$ cat src/rtl/wb_port_arbiter_pkg.sv
// Shared writeback-arbiter definitions: default widths and source index constants.
package wb_pkg;

    localparam int unsigned WB_NREQ = 3;
    localparam int unsigned WB_XLEN = 32;
    localparam int unsigned WB_RAW  = 5;

    localparam int unsigned WB_SRC_ALU = 0;
    localparam int unsigned WB_SRC_LSU = 1;
    localparam int unsigned WB_SRC_MDU = 2;

endpackage

$ cat src/rtl/wb_port_arbiter_rr_pick.sv
// Combinational round-robin picker: first set request at or after ptr, modulo N.
module rr_pick #(
    parameter int unsigned N  = 2,
    parameter int unsigned PW = (N > 1) ? $clog2(N) : 1
) (
    input  logic [N-1:0]  req,
    input  logic [PW-1:0] ptr,
    output logic [N-1:0]  gnt,
    output logic [PW-1:0] idx
);

    logic found;

    always_comb begin
        gnt   = '0;
        idx   = '0;
        found = 1'b0;
        for (int unsigned k = 0; k < N; k++) begin
            int unsigned c;
            c = (32'(ptr) + k) % N;
            if (!found && req[c]) begin
                gnt[c] = 1'b1;
                idx    = c[PW-1:0];
                found  = 1'b1;
            end
        end
    end

endmodule

$ cat src/rtl/wb_port_arbiter.sv
// Round-robin arbiter sharing the single regfile write port among NREQ
// writeback sources; the winner's rd/data are registered onto the port.
module wb_port_arbiter
    import wb_pkg::*;
#(
    parameter int unsigned NREQ = WB_NREQ,
    parameter int unsigned XLEN = WB_XLEN,
    parameter int unsigned RAW  = WB_RAW
) (
    input  logic                 clk,
    input  logic                 rst_n,
    input  logic [NREQ-1:0]      req_valid,
    input  logic [NREQ*RAW-1:0]  req_rd,
    input  logic [NREQ*XLEN-1:0] req_data,
    output logic [NREQ-1:0]      req_ready,
    input  logic                 wb_stall,
    output logic                 rf_we,
    output logic [RAW-1:0]       rf_wa,
    output logic [XLEN-1:0]      rf_wd,
    output logic [31:0]          wr_count
);

    localparam int unsigned PW = (NREQ > 1) ? $clog2(NREQ) : 1;

    logic [PW-1:0]   rr_ptr;
    logic [PW-1:0]   idx;
    logic [PW-1:0]   ptr_next;
    logic [NREQ-1:0] gnt;
    logic            transfer;
    logic [RAW-1:0]  sel_rd;
    logic [XLEN-1:0] sel_data;

    rr_pick #(
        .N  (NREQ),
        .PW (PW)
    ) u_pick (
        .req (req_valid),
        .ptr (rr_ptr),
        .gnt (gnt),
        .idx (idx)
    );

    // Grant is suppressed while reset is held so no source sees a phantom handshake.
    always_comb begin
        req_ready = (rst_n && !wb_stall) ? gnt : '0;
        transfer  = |req_ready;
        sel_rd    = req_rd[32'(idx)*RAW +: RAW];
        sel_data  = req_data[32'(idx)*XLEN +: XLEN];
        ptr_next  = (32'(idx) == NREQ - 1) ? '0 : idx + 1'b1;
    end

    always_ff @(posedge clk or negedge rst_n) begin
        if (!rst_n) begin
            rr_ptr <= '0;
        end else if (transfer) begin
            rr_ptr <= ptr_next;
        end
    end

    // rd==0 transfers release the source but never raise rf_we or bump the count.
    always_ff @(posedge clk or negedge rst_n) begin
        if (!rst_n) begin
            rf_we    <= 1'b0;
            rf_wa    <= '0;
            rf_wd    <= '0;
            wr_count <= '0;
        end else begin
            rf_we <= transfer && (sel_rd != '0);
            if (transfer) begin
                rf_wa <= sel_rd;
                rf_wd <= sel_data;
            end
            if (transfer && (sel_rd != '0)) begin
                wr_count <= wr_count + 32'd1;
            end
        end
    end

endmodule

$ cat config.mk
export PLATFORM = sky130hd
export DESIGN_NAME = wb_port_arbiter
export DESIGN_NICKNAME = d
export VERILOG_FILES = /design/src/rtl/wb_port_arbiter_pkg.sv /design/src/rtl/wb_port_arbiter_rr_pick.sv /design/src/rtl/wb_port_arbiter.sv
export SDC_FILE = /design/constraint.sdc
export NUM_CORES = 1
export LEC_CHECK = 0
export ABC_AREA = 1
export CAP_MARGIN = 20
export CORE_MARGIN = 1.5
export CORE_UTILIZATION = 46
export CTS_BUF_LIST = sky130_fd_sc_hd__clkbuf_2 sky130_fd_sc_hd__clkbuf_4 sky130_fd_sc_hd__clkbuf_8
export CTS_CLUSTER_SIZE = 30
export DETAILED_ROUTE_END_ITERATION = 8
export PLACE_DENSITY = 0.87
export SYNTH_ARGS = -nofsm -noshare
export SYNTH_HDL_FRONTEND = slang
export SYNTH_SLANG_ARGS = --single-unit
$ cat constraint.sdc
create_clock -name clk -period 4 [get_ports clk]
set_clock_uncertainty 0.15 [all_clocks]
set_input_delay 1.2 -clock clk [delete_from_list [all_inputs] [get_ports clk]]
set_output_delay 1.2 -clock clk [all_outputs]
set_load 0.01 [all_outputs]
# Yosys cells after proc, flatten, opt, wreduce, memory -nomap -nowiden
# Cells that the tools add are included.
totals:
  register_bits: 72
  in_bits: 117
  word_cells: 58
  out_inout_bits: 73
op_classes:
  multipliers: 1
  mux: 22
  add_sub_neg: 4
  magnitude_cmp: 6
  n_reduce_logical: 12
  div_mod_pow: 3
  shifts: 2
  eq_ne: 1
  n_bitwise: 2
ops:
  columns: ["cell", "count"]
  rows:
  - [">= comparator 32 x 1 -> 1 bit (second input constant)", 3]
  - ["less-than comparator 32 x 3 -> 1 bit (second input constant)", 3]
  - ["indexed part select 96 x 8 -> 32 bit", 1]
  - ["modulo 32 x 2 -> 32 bit (second input constant)", 2]
  - ["adder 32 x 1 -> 32 bit (second input constant)", 1]
  - ["modulo 2 x 2 -> 32 bit (second input constant)", 1]
  - ["indexed part select 15 x 6 -> 5 bit", 1]
  - ["2-to-1 mux 3 bit", 4]
  - ["2-to-1 mux 1 bit", 8]
  - ["2-to-1 mux 2 bit", 4]
  - ["logical AND 1 bit", 7]
  - ["binary-select mux 1 bit (select 2 bit)", 3]
  - ["demux 1 bit (select 2 bit)", 3]
  - ["OR 3 bit", 2]
  - ["multiplier 2 x 3 -> 5 bit (second input constant)", 1]
  - ["nonzero test 5 bit", 1]
  - ["adder 2 x 1 -> 3 bit (second input constant)", 1]
  - ["adder 2 x 2 -> 3 bit (second input constant)", 1]
  - ["zero test 1 bit", 3]
  - ["OR reduction 3 bit", 1]
  - ["adder 2 x 1 -> 2 bit (second input constant)", 1]
  - ["equality test 2 bit (second input constant)", 1]

# Longest topological paths before layout
logic_depth:
  word_depth: 14
  depth_mapped: 20
  depth_no_buf: 19

# Modules after synthesis
# Synthesis repeated with hierarchy kept, for this count alone.
hier_totals:
  cells_unflattened: 709
  hier_area_um2: 4850.9
by_module_without_submodules:
  columns: ["mod", "n_inst", "seq_area_each_um2", "area_per_inst_um2", "cells_each"]
  rows:
  - ["wb_port_arbiter", 1, 1801.7, 4534.3, 647]
  - ["rr_pick", 1, 0.0, 316.6, 62]

# Least setup slack after synthesis
# No wires, ideal clock.
synth_path:
  kind: "in2out"
  start: "in req_valid[1]"
  end: "out req_ready[0]"
  path_slack_ns: 0.753
  stages: 8
  t_arrival_ns: 1.897
  path_cell_list: "nand2_1 > nand3_2 > nand2_4 > nand2_1 > inv_2 > nand2_1 > nor2_1 > o21a_1"
synth_between:
  elab_chain_len: 10
  elab_cells_between_ends: 18
  classes_between: "mux: 12; bitwise: 2; reduce/logical: 4"
synth_lines:
  columns: ["item", "line", "text"]
  rows:
  - ["start: declaration", "wb_port_arbiter.sv:12", "input logic [NREQ-1:0] req_valid,"]
  - ["binary-select mux 1 bit (select 2 bit)", "wb_port_arbiter_rr_pick.sv:21", "if (!found && req[c]) begin"]
  - ["2-to-1 mux 1 bit (implied by the code)", "wb_port_arbiter_rr_pick.sv:21", null]
  - ["2-to-1 mux 1 bit", "wb_port_arbiter_rr_pick.sv:21", null]
  - ["zero test 1 bit", "wb_port_arbiter_rr_pick.sv:21", null]
  - ["logical AND 1 bit", "wb_port_arbiter_rr_pick.sv:21", null]
  - ["2-to-1 mux 1 bit", "wb_port_arbiter_rr_pick.sv:21", null]
  - ["zero test 1 bit", "wb_port_arbiter_rr_pick.sv:21", null]
  - ["logical AND 1 bit", "wb_port_arbiter_rr_pick.sv:21", null]
  - ["2-to-1 mux 3 bit *", "wb_port_arbiter_rr_pick.sv:21", null]
  - ["2-to-1 mux 3 bit *", "wb_port_arbiter.sv:45", "req_ready = (rst_n && !wb_stall) ? gnt : '0;"]
  - ["end: declaration", "wb_port_arbiter.sv:15", "output logic [NREQ-1:0] req_ready,"]
# Mark *: on every way between the ends. The rest lies on a longest branch, timed or not. The select of a mux whose other input is x is not followed.

# Final worst setup path
layout_path:
  start: "in req_valid[2]"
  end: "out req_ready[1]"
# The elaborated chain is that of the path after synthesis.

==> flow_summary_export.csv <==
group,metric,value,unit
global_route,antenna_found_initial,0,
power,p_total,0.004900,W
hold_path,hp-class,"flop to flop",
yosys,yosysSeqAreaShare,38.37,%
die,start_util,47.82,%
place,port_buffers,189,
critical_path,critPathRequiredTime,2.65,ns
layout,fin_cells,987,
die,die_area,10820,um^2
timing,tightest_slew,0.5969,ns
yosys,netlist_area,4696,um^2
hold_path,hp-start,"rf_wa[4]",
yosys,synth_top_area_share,38.37,%
critical_path,arrival,2.57,ns
critical_path,worstReg2RegStart,"rr_ptr[0]",
global_route,grt_pass1_vias,4944,
yosys,synth_area_leader_cell,"dfrtp_1",
yosys,synth_area_per_cell,7.093,um^2
hold_path,hold_path_end,"rf_wa[4]",
yosys,synth_cell_types,30,
clocking,clkTransAtPathRegs,0.07,ns
critical_path,cp-end-kind,"primary output",
yosys,yosysMostFrequentCell,"nand2_1",
drt,postRouteAntennaNets,0,
timing,rsz0062_at_grt,"false",
critical_path,r2r_slack,0.97,ns
clocking,numCtsBuffers,9,
clocking,htree_num_levels,3,
power,p_leak,3.125,nW
clocking,cts_sinks,72,
place,dpl.hpwl,11220,um
layout,nets,971,
run_status,outcome,"finished clean",
layout,final_layout_size_suffix_gt1_share,8.197,%
clocking,cts_tree,"built",
die,ios,190,
hold_path,min_path_cells,2,
yosys,synth_edf_count,0,
yosys,async_flop_share,100.0,%
clocking,hold_buffers,0,
place,placed_cells,969,
yosys,synth_ff_type,"dfrtp_1",
layout,nFillCells,858,
place,gp_congestion,0.9420,
timing,slew_viol_final,0,
clocking,root_buffer,"clkbuf_8",
drt,via_per_inst,5.265,
layout,syn_to_final_growth,46.71,%
die,num_rows,36,
power,p_per_area,711.3,nW/um^2
global_route,grt_pass1_wl,23520,um
job,drv_cap,0,
critical_path,critPathLaunch,"req_valid[2]",
die,fp.dieH,104.0,um
critical_path,start_kind,"input pin",
clocking,cts_buffer_depth,2,
yosys,synth_cells,662,
drt,drt_iter0_drc,345,
drt,wl_per_cell,14.53,um
timing,slew_headroom,60.21,%
die,die_x,104.0,um
global_route,grt_usage,26.86,%
layout,fin_util,70.16,%
yosys,synthTopCellsByArea,"dfrtp_1, nand2_1, nor2_1",
drt,drt-total-wl,14340,um
timing,fmax,0.2553,GHz
critical_path,critical_path_class,"input pin to primary output",
critical_path,reg2reg_depth,15,
clocking,clk_latency,0.35,ns
timing,hold_viol,0,
power,peakVddDrop,0.0005462,V
timing,fin_crit_sh,97.93,%
critical_path,critPathMaxFanout,4,
timing,setup_viol,0,
drt,route.vias.total,5197,
global_route,grt-ovfl-total,0,
yosys,synth_commonest_cells,"nand2_1, nor2_1, dfrtp_1",
yosys,synthesis.nets,784,
yosys,synth_seq_cells,72,
drt,drt_pass1_iterations,7,
timing,min_period,3.917,ns
critical_path,r2r-end,"rf_wd[11]",
drt,drc_errors,0,
die,core_area,9819,um^2
global_route,grt_max_degree,65,
yosys,yosys_warnings,0,
layout,n_antenna_cell,0,
==> stage by stage <==
| stage | setup slack [ns] | TNS (ns) | hold slack, ns | instance area, um^2 |
|---|---|---|---|---|
| floorplan | 0.7533 | 0 | 0.3687 | 4696 |
| global placement | -0.3046 | -0.8069 | 0.3136 | 6671 |
| detailed placement | -0.4361 | -1.185 | 0.3236 | 6671 |
| CTS | 0.05442 | 0 | 0.3418 | 6880 |
| global route | 0.02105 | 0 | 0.3742 | 6889 |
| finish | 0.08288 | 0 | 0.3376 | 6889 |
==> cells in the final DEF (no fill, tap or decap), types with 2 or more instances in the layout <==
| master | synthesis | final |
|---|---|---|
| dfrtp_1 | 72 | 72 |
| a21oi_1 | 6 | 6 |
| nor2_1 | 117 | 117 |
| nand4_1 | 8 | 8 |
| xor2_1 | 23 | 23 |
| nand3_2 | 4 | 5 |
| o21ai_2 | 1 | 2 |
| ha_1 | 5 | 5 |
| xnor2_1 | 7 | 7 |
| nand2_2 | 9 | 9 |
| nor3_1 | 11 | 11 |
| inv_1 | 29 | 28 |
| nand2_4 | 4 | 4 |
| clkdlybuf4s50_1 | 0 | 182 |
| o21ai_1 | 3 | 2 |
| nor4_1 | 8 | 8 |
| nand3_1 | 57 | 56 |
| dlygate4sd2_1 | 0 | 6 |
| clkbuf_8 | 0 | 10 |
| inv_2 | 10 | 11 |
| buf_4 | 1 | 18 |
| a31oi_1 | 28 | 28 |
| a211oi_1 | 6 | 6 |
| o21ai_0 | 32 | 32 |
| nand2_1 | 186 | 186 |
| clkinv_2 | 0 | 2 |
==> layout make-up <==
class / instances / area [um^2] / share of cell area (%)
multi-input combinational: 520 / 2544 / 36.92
timing repair buffer: 207 / 2029 / 29.46
sequential: 72 / 1802 / 26.15
tap: 133 / 166.4 / 2.416
inverter: 39 / 146.4 / 2.125
clock buffer: 11 / 145.1 / 2.107
clock inverter: 5 / 56.30 / 0.8173
==> layer usage <==
layer / track usage, % / part of all wire, %
met5: 0 / 0
met4: 11.31 / 3.1
met3: 5.388 / 7.1
met2: 46.93 / 49
met1: 32.13 / 41
==> registers in the layout, summed over array words and instances, names as in the netlist <==
register,count
rf_wd,32
wr_count,32
rf_wa,5
rr_ptr,2
rf_we,1
==> cell families after synthesis <==
logic type | Yosys count | share of synthesized area [%]
and+or+nand+nor | 407 | 37.25
AOI/OAI and AO/OA | 78 | 9.805
xor gates and xnor gates | 30 | 5.595
DFF | 72 | 38.37
buffers and inverters | 70 | 7.647
adders and majority gates | 5 | 1.332
==> how the worst max path moves through the flow <==
stage | cells after the start | slack (ns) | to
CTS | 11 | 0.05 | req_ready[2]
floorplan | 8 | 0.75 | req_ready[0]
finish | 11 | 0.08 | req_ready[1]
detailed placement | 12 | -0.44 | req_ready[1]
global route | 11 | 0.02 | req_ready[2]
global placement | 9 | -0.30 | req_ready[0]
==> what timing repair did <==
item | in CTS | in global routing
setup endpoints to repair | 3 | 3
buffers inserted | 2 | 0
pin swaps | 1 | 0
gates resized for setup | 6 | 3
hold endpoints to repair | 0 | 0
==> report_power, final <==
group / internal, W / switching, W / total (W)
clock network: 0.000311 / 0.000290 / 0.000601
registers: 0.000964 / 0.000140 / 0.00110
logic: 0.00125 / 0.00194 / 0.00319
total: 0.00253 / 0.00237 / 0.00490
==> critical path, cell delays in order <==
cell and delay [ns]:
dlygate4sd2_1 0.28, inv_2 0.07, o21ai_2 0.19, nand2_4 0.09, nand2_1 0.11, nand2_1 0.11, nand2_4 0.08, nand2_1 0.05
nand2_1 0.07, inv_1 0.04, dlygate4sd2_1 0.27
Power figures use the tool's default switching activity.
